$ cat config.mk
export PLATFORM = sky130hd
export DESIGN_NAME = vscpu_gen2
export DESIGN_NICKNAME = d
export VERILOG_FILES = /design/src/rtl/vscpu_gen2.sv
export SDC_FILE = /design/constraint.sdc
export NUM_CORES = 1
export LEC_CHECK = 0
export CORE_UTILIZATION = 40
export CTS_BUF_LIST = sky130_fd_sc_hd__clkbuf_8
export DETAILED_ROUTE_END_ITERATION = 7
export GPL_TIMING_DRIVEN = 0
export PLACE_DENSITY_LB_ADDON = 0.1
export REMOVE_ABC_BUFFERS = 1
export SYNTH_ARGS = -nofsm -noshare
export SYNTH_HDL_FRONTEND = slang
export SYNTH_SLANG_ARGS = --single-unit
$ cat constraint.sdc
create_clock -name clk -period 4.25 [get_ports clk]
set_input_delay 0.6375 -clock clk [delete_from_list [all_inputs] [get_ports clk]]
set_output_delay 0.6375 -clock clk [all_outputs]
set_load 0.005 [all_outputs]
$ cat src/rtl/vscpu_gen2.sv
// vscpu_gen2 -- very small multi-cycle CPU with a single request/acknowledge
// memory port.
//
// Every instruction starts with a fetch at pCounter. Its operands are then read
// one memory word at a time, and at most one result word is written back.
//
// Instruction word:
//   [DATA_W-1 -: 4]            opcode
//   [2*ADDR_LEN-1 : ADDR_LEN]  A (word address)
//   [ADDR_LEN-1 : 0]           B (word address, or zero-extended immediate)
//
// Parameters:
//   DATA_W    memory word / datapath width (default 32)
//   ADDR_LEN  word address width (default 14); needs DATA_W >= 4+2*ADDR_LEN
//
// Ports:
//   clk           clock; all state changes on its rising edge
//   rst           asynchronous active-high reset
//   data_fromRAM  read data; valid in any cycle where mem_ack=1 for a read
//   mem_ack       RAM accepts the current request this cycle
//   mem_req       request valid
//   wrEn          request is a write
//   addr_toRAM    request word address
//   data_toRAM    write data; 0 when not writing
//   pCounter      program counter
//   instr_done    one-cycle pulse when an instruction retires
//
// Handshake: a request (mem_req, wrEn, addr_toRAM, data_toRAM) is transferred
// in a cycle where mem_req=1 and mem_ack=1. Until then all four request signals
// hold their values and the FSM does not advance. Every output is a register.
//
// Build option: define VSCPU_GEN2_MUL_EN to make opcodes 14/15 execute
// MUL/MULi. Without it they are one-fetch NOPs and no multiplier is built.

module vscpu_gen2 #(
  parameter int DATA_W   = 32,
  parameter int ADDR_LEN = 14
) (
  input  logic                clk,
  input  logic                rst,
  input  logic [DATA_W-1:0]   data_fromRAM,
  input  logic                mem_ack,
  output logic                mem_req,
  output logic                wrEn,
  output logic [ADDR_LEN-1:0] addr_toRAM,
  output logic [DATA_W-1:0]   data_toRAM,
  output logic [ADDR_LEN-1:0] pCounter,
  output logic                instr_done
);

  typedef enum logic [2:0] {
    FETCH  = 3'd0,
    RD_A   = 3'd1,
    RD_B   = 3'd2,
    RD_IND = 3'd3,
    WRITE  = 3'd4
  } state_t;

  localparam logic [3:0] OP_CPIMM = 4'd9;   // CPi  *A = B
  localparam logic [3:0] OP_CPI   = 4'd10;  // CPI  *A = *(*B)
  localparam logic [3:0] OP_CPII  = 4'd11;  // CPIi *(*A) = *B
  localparam logic [3:0] OP_BZJ   = 4'd12;
  localparam logic [3:0] OP_BZJI  = 4'd13;

  localparam logic [DATA_W-1:0]   DW    = DATA_W'(DATA_W);
  localparam logic [ADDR_LEN-1:0] A_ONE = ADDR_LEN'(1);

  state_t              state;
  logic [3:0]          op_r;   // opcode of the instruction in flight
  logic [ADDR_LEN-1:0] fa_r;   // A field
  logic [ADDR_LEN-1:0] fb_r;   // B field
  logic [DATA_W-1:0]   va_r;   // *A, read in RD_A

  // Fields of the word currently on the read bus (used in FETCH).
  logic [3:0]          d_op;
  logic [ADDR_LEN-1:0] d_a;
  logic [ADDR_LEN-1:0] d_b;
  logic [ADDR_LEN-1:0] d_low;
  logic [ADDR_LEN-1:0] pc_inc;

  assign d_op   = data_fromRAM[DATA_W-1 -: 4];
  assign d_a    = data_fromRAM[2*ADDR_LEN-1 -: ADDR_LEN];
  assign d_b    = data_fromRAM[ADDR_LEN-1:0];
  assign d_low  = data_fromRAM[ADDR_LEN-1:0];
  assign pc_inc = pCounter + A_ONE;

  function automatic logic [DATA_W-1:0] zext(input logic [ADDR_LEN-1:0] v);
    return {{(DATA_W-ADDR_LEN){1'b0}}, v};
  endfunction

  // Immediate ALU forms are the odd opcodes of the ALU group: 1,3,5,7 and 15.
  function automatic logic is_imm_alu(input logic [3:0] op);
    return op[0] && (!op[3] || (op[3:1] == 3'b111));
  endfunction

  function automatic logic is_nop(input logic [3:0] op);
`ifdef VSCPU_GEN2_MUL_EN
    return op != op;
`else
    return op[3:1] == 3'b111;
`endif
  endfunction

  // fn is opcode[3:1]; a register form and its immediate form share one fn.
  function automatic logic [DATA_W-1:0] alu(input logic [2:0]        fn,
                                            input logic [DATA_W-1:0] a,
                                            input logic [DATA_W-1:0] x);
    logic [DATA_W-1:0] r;
    r = x;
    case (fn)
      3'd0: r = a + x;
      3'd1: r = ~(a & x);
      // Shift amounts of DATA_W and above turn the right shift into a left
      // shift by the excess.
      3'd2: r = (x < DW) ? (a >> x) : (a << (x - DW));
      3'd3: r = (a < x) ? DATA_W'(1) : '0;
`ifdef VSCPU_GEN2_MUL_EN
      3'd7: r = a * x;
`endif
      default: r = x;  // CP: copy
    endcase
    return r;
  endfunction

  always_ff @(posedge clk or posedge rst) begin
    if (rst) begin
      state      <= FETCH;
      pCounter   <= '0;
      op_r       <= '0;
      fa_r       <= '0;
      fb_r       <= '0;
      va_r       <= '0;
      mem_req    <= 1'b0;
      wrEn       <= 1'b0;
      addr_toRAM <= '0;
      data_toRAM <= '0;
      instr_done <= 1'b0;
    end else begin
      instr_done <= 1'b0;
      if (!mem_req) begin
        // Only seen right after reset: issue the first fetch at pCounter.
        mem_req    <= 1'b1;
        wrEn       <= 1'b0;
        addr_toRAM <= pCounter;
        data_toRAM <= '0;
        state      <= FETCH;
      end else if (mem_ack) begin
        case (state)
          FETCH: begin
            op_r <= d_op;
            fa_r <= d_a;
            fb_r <= d_b;
            if (d_op == OP_CPIMM) begin
              state      <= WRITE;
              wrEn       <= 1'b1;
              addr_toRAM <= d_a;
              data_toRAM <= zext(d_b);
            end else if (is_nop(d_op)) begin
              pCounter   <= pc_inc;
              addr_toRAM <= pc_inc;
              instr_done <= 1'b1;
            end else begin
              state      <= RD_A;
              addr_toRAM <= d_a;
            end
          end
          RD_A: begin
            va_r <= data_fromRAM;
            if (op_r == OP_BZJI) begin
              pCounter   <= d_low + fb_r;
              addr_toRAM <= d_low + fb_r;
              instr_done <= 1'b1;
              state      <= FETCH;
            end else if (is_imm_alu(op_r)) begin
              state      <= WRITE;
              wrEn       <= 1'b1;
              addr_toRAM <= fa_r;
              data_toRAM <= alu(op_r[3:1], data_fromRAM, zext(fb_r));
            end else begin
              state      <= RD_B;
              addr_toRAM <= fb_r;
            end
          end
          RD_B: begin
            case (op_r)
              OP_CPI: begin
                state      <= RD_IND;
                addr_toRAM <= d_low;
              end
              OP_CPII: begin
                state      <= WRITE;
                wrEn       <= 1'b1;
                addr_toRAM <= va_r[ADDR_LEN-1:0];
                data_toRAM <= data_fromRAM;
              end
              OP_BZJ: begin
                pCounter   <= (data_fromRAM == '0) ? va_r[ADDR_LEN-1:0] : pc_inc;
                addr_toRAM <= (data_fromRAM == '0) ? va_r[ADDR_LEN-1:0] : pc_inc;
                instr_done <= 1'b1;
                state      <= FETCH;
              end
              default: begin
                state      <= WRITE;
                wrEn       <= 1'b1;
                addr_toRAM <= fa_r;
                data_toRAM <= alu(op_r[3:1], va_r, data_fromRAM);
              end
            endcase
          end
          RD_IND: begin
            state      <= WRITE;
            wrEn       <= 1'b1;
            addr_toRAM <= fa_r;
            data_toRAM <= data_fromRAM;
          end
          WRITE: begin
            pCounter   <= pc_inc;
            addr_toRAM <= pc_inc;
            wrEn       <= 1'b0;
            data_toRAM <= '0;
            instr_done <= 1'b1;
            state      <= FETCH;
          end
          default: begin
            state      <= FETCH;
            wrEn       <= 1'b0;
            data_toRAM <= '0;
            addr_toRAM <= pCounter;
          end
        endcase
      end
    end
  end

endmodule

### Word level (Yosys, flattened, before mapping)

Cells that the tools add are included.

* bits in registers: 130
* input port bits: 35
* output and inout bits: 63
* logic and storage cells: 115

* add/subtract/negate cells: 6
* order comparisons: 4
* equal/unequal tests: 24
* shift-type cells: 4
* muxes and demuxes: 49
* bitwise gates (word level): 4
* reductions and logical operators: 13

Operators with widths (count)
* one-hot mux 32 bit (4 select lines): 3
* two-way mux 32 bit: 7
* two-way mux 14 bit: 11
* one-hot mux 14 bit (5 select lines): 1
* inverter 32 bit: 2
* one-hot mux 32 bit (2 select lines): 1
* left shift 32 x 32 -> 32 bit: 2
* one-hot mux 14 bit (4 select lines): 1
* one-hot mux 14 bit (3 select lines): 1
* adder 32 x 14 -> 32 bit: 1
* adder 32 bit: 1
* bitwise AND 32 x 14 -> 32 bit: 1
* bitwise AND 32 bit: 1
* zero test 32 bit: 1
* less-than comparator 32 x 14 -> 1 bit: 1
* less-than comparator 32 bit: 1
* less-than comparator 32 x 6 -> 1 bit (second input constant): 1
* right shift 32 x 14 -> 32 bit: 1
* right shift 32 x 32 -> 32 bit: 1
* subtractor 32 x 6 -> 32 bit (second input constant): 1
* == test 4 bit (second input constant): 5
* two-way mux 3 bit: 6
* subtractor 14 x 6 -> 15 bit (second input constant): 1
* adder 14 x 1 -> 14 bit (second input constant): 1
* other kinds (22): 51

### Logic depth before layout (Yosys ltp)

* word-level depth: 9
* gate-level depth with buffers: 16
* mapped depth without buffers: 11

### Least setup slack after synthesis

No wires, ideal clock.

* path kind: input -> register
* start: in data_fromRAM[2]
* end: reg data_toRAM[31]
* setup time: 128 ps
* data arrival time: 3795 ps
* required time: 4122 ps
* slack: 328 ps
* stages: 15
* path buffers: 4
* path through: clkbuf_1 > inv_1 > buf_2 > buf_1 > clkbuf_1 > ha_1 > nand2b_1 > o311ai_1 > a211oi_1 > o21ai_1 > o31ai_1 > a311o_1 > a311o_1 > xor2_1 > o21ai_0

* longest elaborated chain between the ends: 8
* elaborated cells between the ends (all ways): 18
* those cells by class: 3 x add/sub; 1 x order compare; 4 x shift; 10 x mux

Ends and longest elaborated chain
* from (decl): RTL line 41 `input logic [DATA_W-1:0] data_fromRAM,`
* subtractor 32 x 6 -> 32 bit, or another cell as far along: RTL line 115 `3'd2: r = (x < DW) ? (a >> x) : (a << (x - DW));`
* left shift 32 x 32 -> 32 bit / two-way mux 32 bit (equally long branches): RTL line 115
* two-way mux 32 bit / one-hot mux 32 bit (4 select lines) (equally long branches): RTL line 115, 110
* one-hot mux 32 bit (4 select lines) / two-way mux 32 bit (equally long branches): RTL line 110, 174
* one-hot mux 32 bit (2 select lines) / two-way mux 32 bit (equally long branches): RTL line 185, 169
* one-hot mux 32 bit (4 select lines) (*): RTL line 148 `case (state)`
* two-way mux 32 bit (*): RTL line 147 `end else if (mem_ack) begin`
* two-way mux 32 bit (*): RTL line 140 `if (!mem_req) begin`
* to (signal assigned): RTL line 157 `data_toRAM <= zext(d_b);`
* to (signal assigned): RTL line 178 `data_toRAM <= alu(op_r[3:1], data_fromRAM, zext(fb_r));`
* to (signal assigned): RTL line 194 `data_toRAM <= data_fromRAM;`
* to (decl): RTL line 46 `output logic [DATA_W-1:0] data_toRAM,`

Every way passes the cells marked *; elsewhere a longest branch is shown, timed or not. The select of a mux whose other input is x is not followed.
A chain may end at the register's enable or synchronous reset.

### Worst setup path after layout

* start: in data_fromRAM[31]
* end: reg data_toRAM[25]

* longest elaborated chain between the ends: 8
* elaborated cells between the ends (all ways): 19
* those cells by class: 1 x add/sub; 1 x order compare; 2 x eq/ne; 4 x shift; 10 x mux; 1 x reduce/logical

Ends and longest elaborated chain (RTL line)
* subtractor 32 x 6 -> 32 bit, or another cell as far along: 115
* left shift 32 x 32 -> 32 bit / two-way mux 32 bit (equally long branches): 115
* two-way mux 32 bit / one-hot mux 32 bit (4 select lines) (equally long branches): 115, 110
* one-hot mux 32 bit (4 select lines) / two-way mux 32 bit (equally long branches): 110, 174
* one-hot mux 32 bit (2 select lines) / two-way mux 32 bit (equally long branches): 185, 169
* one-hot mux 32 bit (4 select lines): 148
* two-way mux 32 bit: 147
* two-way mux 32 bit: 140

Several ways; a longest one is shown, not always the timed one. The select of a mux whose other input is x is not followed.

==> impl_metrics.env <==
export IMPL_status="finished, violations left"
export IMPL_violations="negative setup slack"
export IMPL_final_common_cell="nor2_1"
export IMPL_drive_above_1_share_pct=14.5
export IMPL_crit_fanout=16
export IMPL_wirelength_um=110000
export IMPL_first_pass_iters=8
export IMPL_cell_internal_pwr_uw=5300
export IMPL_swShare_pct=55.2
export IMPL_fin_area_um2=22100
export IMPL_slowest_stage="dlygate4sd2_1"
export IMPL_synth_distinct_cells=91
export IMPL_finalSetupTns_ns=-0.300
export IMPL_clk_latency_ns=0.54
export IMPL_antenna_found_initial=8
export IMPL_dieWidth_um=226
export IMPL_rows=81
export IMPL_cp_data_required_time_ns=4.68
export IMPL_post_route_util_pct=44.9
export IMPL_worst_pin_slew_ns=1.43
export IMPL_synth_edf_count=0
export IMPL_synth_seq_area_share_pct=16.2
export IMPL_dp_hpwl_um=79000
export IMPL_power_leakage_uw=0.00832
export IMPL_peakVddDrop_v=0.000488
export IMPL_yosys_warnings=0
export IMPL_slowest_delay_ns=0.70
export IMPL_die_area_um2=51100
export IMPL_fin_hold_ws_ns=0.482
export IMPL_start_util_pct=40.7
export IMPL_drv_cap=0
export IMPL_path_class="input pin to flop"
export IMPL_avgRoutedWirePerCell_um=34.5
export IMPL_io_buffers=97
export IMPL_final_cell_mix="nor2_1 (286), nand2_1 (263), o21ai_0 (192)"
export IMPL_period_minus_slack_ns=4.38
export IMPL_gp_congestion=1.05
export IMPL_clockRootBuffer="clkbuf_8"
export IMPL_synth_seq_cells=130
export IMPL_synth_top_area_cell="dfrtp_1"
export IMPL_power_frac_seq_pct=24.0
export IMPL_postLayoutSetupSlackWorst_ns=-0.135
export IMPL_cpMostUsedCell="o21ai_0"
export IMPL_synth_area_leaders="dfrtp_1 (16%), mux4_2 (11%), ha_1 (5.9%), mux2i_1 (5.9%), nor2_1 (5.5%)"
export IMPL_power_density_nw_per_um2=535
export IMPL_slew_viol_final=0
export IMPL_clk_pin_slew_ns=0.10
export IMPL_path_cells="dlygate4sd2_1 > and3_1 > a211oi_1 > o21ai_0 > nor4b_4 > nand2_1 > nor2_2 > o21ai_0 > and4_1 > o311ai_1"
export IMPL_coreArea_um2=49300
export IMPL_clock_skew_ns=0.0259
export IMPL_viasPerCell=7.30
export IMPL_start_kind="input pin"
export IMPL_cp_data_arrival_time_ns=4.82
export IMPL_route_vias_total=23400
export IMPL_drcViolationCount=0
export IMPL_io_pin_count=98
export IMPL_async_reset_ff_share_pct=100
export IMPL_synth_top_area_share_pct=16.2
export IMPL_cts_tree="done"
export IMPL_cts_sinks=130
export IMPL_area_delta_synth_final_pct=10.2
export IMPL_fillers=5060
export IMPL_grt_max_degree=77
export IMPL_combPwrFrac_pct=65.2
export IMPL_cts_hold_buf=0
export IMPL_syn_cell_area_um2=20100
export IMPL_relSlewSlack_pct=4.44
export IMPL_clockBufferDepth=2
export IMPL_critPathCaptureType="flop"
export IMPL_path_buf_inv=1
export IMPL_die_h_um=226
export IMPL_rsz0062_at_grt="true"
export IMPL_switchingPower_uw=6530
export IMPL_cts_made_buffers=17
export IMPL_grt_pass1_vias=21400
export IMPL_antenna_left=0
export IMPL_grt_pass1_wl_um=157000
export IMPL_max_freq_mhz=228
export IMPL_track_usage_pct=42.8
export IMPL_cts_htree_levels=4
export IMPL_clkPwrFrac_pct=10.8
export IMPL_post_route_period_util_pct=103
export IMPL_drt_initial_drc_count=3495
export IMPL_nNetsFinal=2652
export IMPL_final_setup_viol_count=7
export IMPL_hold_path_class="flop to flop"
export IMPL_placed_cell_area_um2=21300
export IMPL_hold_violations=0
export IMPL_ys_flop_type="dfrtp_1"
export IMPL_overflow=0
export IMPL_synthCells=2615
export IMPL_syn_avg_cell_area_um2=7.67
export IMPL_critPathTopFamily="simple AND/OR/NAND/NOR gates"
-- kinds of logic after synthesis --
| family | Yosys count | share of synthesized area [%] |
|---|---|---|
| AND/OR/NAND/NOR | 868 | 19.9 |
| AO/OA/AOI/OAI | 833 | 27.8 |
| buffers and inverters | 341 | 6.75 |
| multiplexers | 287 | 20.7 |
| flip-flops | 130 | 16.2 |
| adder cells (fa/ha/maj) | 97 | 6.12 |
| XOR/XNOR | 58 | 2.53 |
| other | 1 | 0.0187 |
-- worst reg2reg max path: stages, from the launching register on --
cell      delay [ns]
dfrtp_2         0.48
buf_12          0.25
nand2b_1        0.92
a211oi_1        0.17
o21ai_0         0.36
o21ba_4         0.56
nand2_1         0.55
nor2_1          0.53
o211ai_1        0.22
nand3_1         0.11
-- what timing repair did --
item / 4_1_cts / 5_1_grt
gates resized for setup: 83 / 34
buffers inserted: 6 / 11
cloned: 3 / 0
pin swaps: 2 / 1
setup endpoints to repair: 63 / 38
-- final timing paths --
kind	from	end	slack, ns	cells after the start
setup reg to reg	op_r[1]	data_toRAM[11]	0.02	9
hold / removal	addr_toRAM[9]	addr_toRAM[9]	0.48	2
min in group asynchronous	rst	state[1]	0.61	2
setup / recovery	data_fromRAM[31]	data_toRAM[25]	-0.13	10
hold reg to reg	addr_toRAM[9]	addr_toRAM[9]	0.48	2
max in group asynchronous	rst	fb_r[1]	2.80	3
-- metrics by stage --
stage / cells / power, µW / setup WS [ns]
floorplan: 2361 / 7130 / -1.26
global placement: 3122 / 10100 / -5.12
detailed placement: 3144 / 10100 / -1.93
CTS: 3185 / 11400 / -0.139
global route: 3198 / 12400 / -0.0466
finish: 3200 / 11800 / -0.135
-- synth_stat cells, drive strengths merged (12+ instances only) --
cell type and n:
a211oi 44, a21o 18, a21oi 176, a221oi 39, a22o 13, a22oi 13
a31oi 35, and3 12, buf 63, clkbuf 191, dfrtp 130, ha 95
inv 83, mux2 74, mux2i 118, mux4 95, nand2 266, nand2b 22
nand3 44, nand4 19, nor2 295, nor2b 26, nor3 81, nor4 30
o211ai 28, o21ai 197, o221ai 36, o22ai 37, o31ai 40, or2 14
or3 14, xnor2 45, xor2 13
-- cell type report --
type                    count  area (µm²)  area share, %
repair buffers            137        1490           6.74
multi-input cells        2144       15700           70.9
clock inverters            14         189          0.854
inverters                  87         373           1.69
flip-flops and latches    130        3280           14.8
repair inverters            3        15.0         0.0679
clock buffers              18         248           1.12
diodes                      3        7.51         0.0339
well taps                 664         831           3.76
-- power groups by stage --
stage	clock network [µW]	registers, µW	logic [µW]
floorplan	0	2330	4800
global placement	0	3030	7030
detailed placement	0	2760	7320
CTS	1280	2740	7410
global route	1330	2830	8180
finish	1270	2840	7720
-- routing by layer --
layer	global-route usage [%]	up-vias	part of all wire, %
met3	9.21	419	11
met5	0	-	0.020
li1	-	9715	-
met4	28.0	4	7.9
met1	56.8	11400	39
met2	62.5	1788	42
-- flip-flops by register name, summed over array words and instances (netlist names), 3 cells and up --
| signal | flops |
|---|---|
| va_r | 32 |
| data_toRAM | 32 |
| pCounter | 14 |
| addr_toRAM | 14 |
| fb_r | 14 |
| state | 3 |
| fa_r | 14 |
| op_r | 4 |
Note: power is estimated with default switching activity, not from simulation.
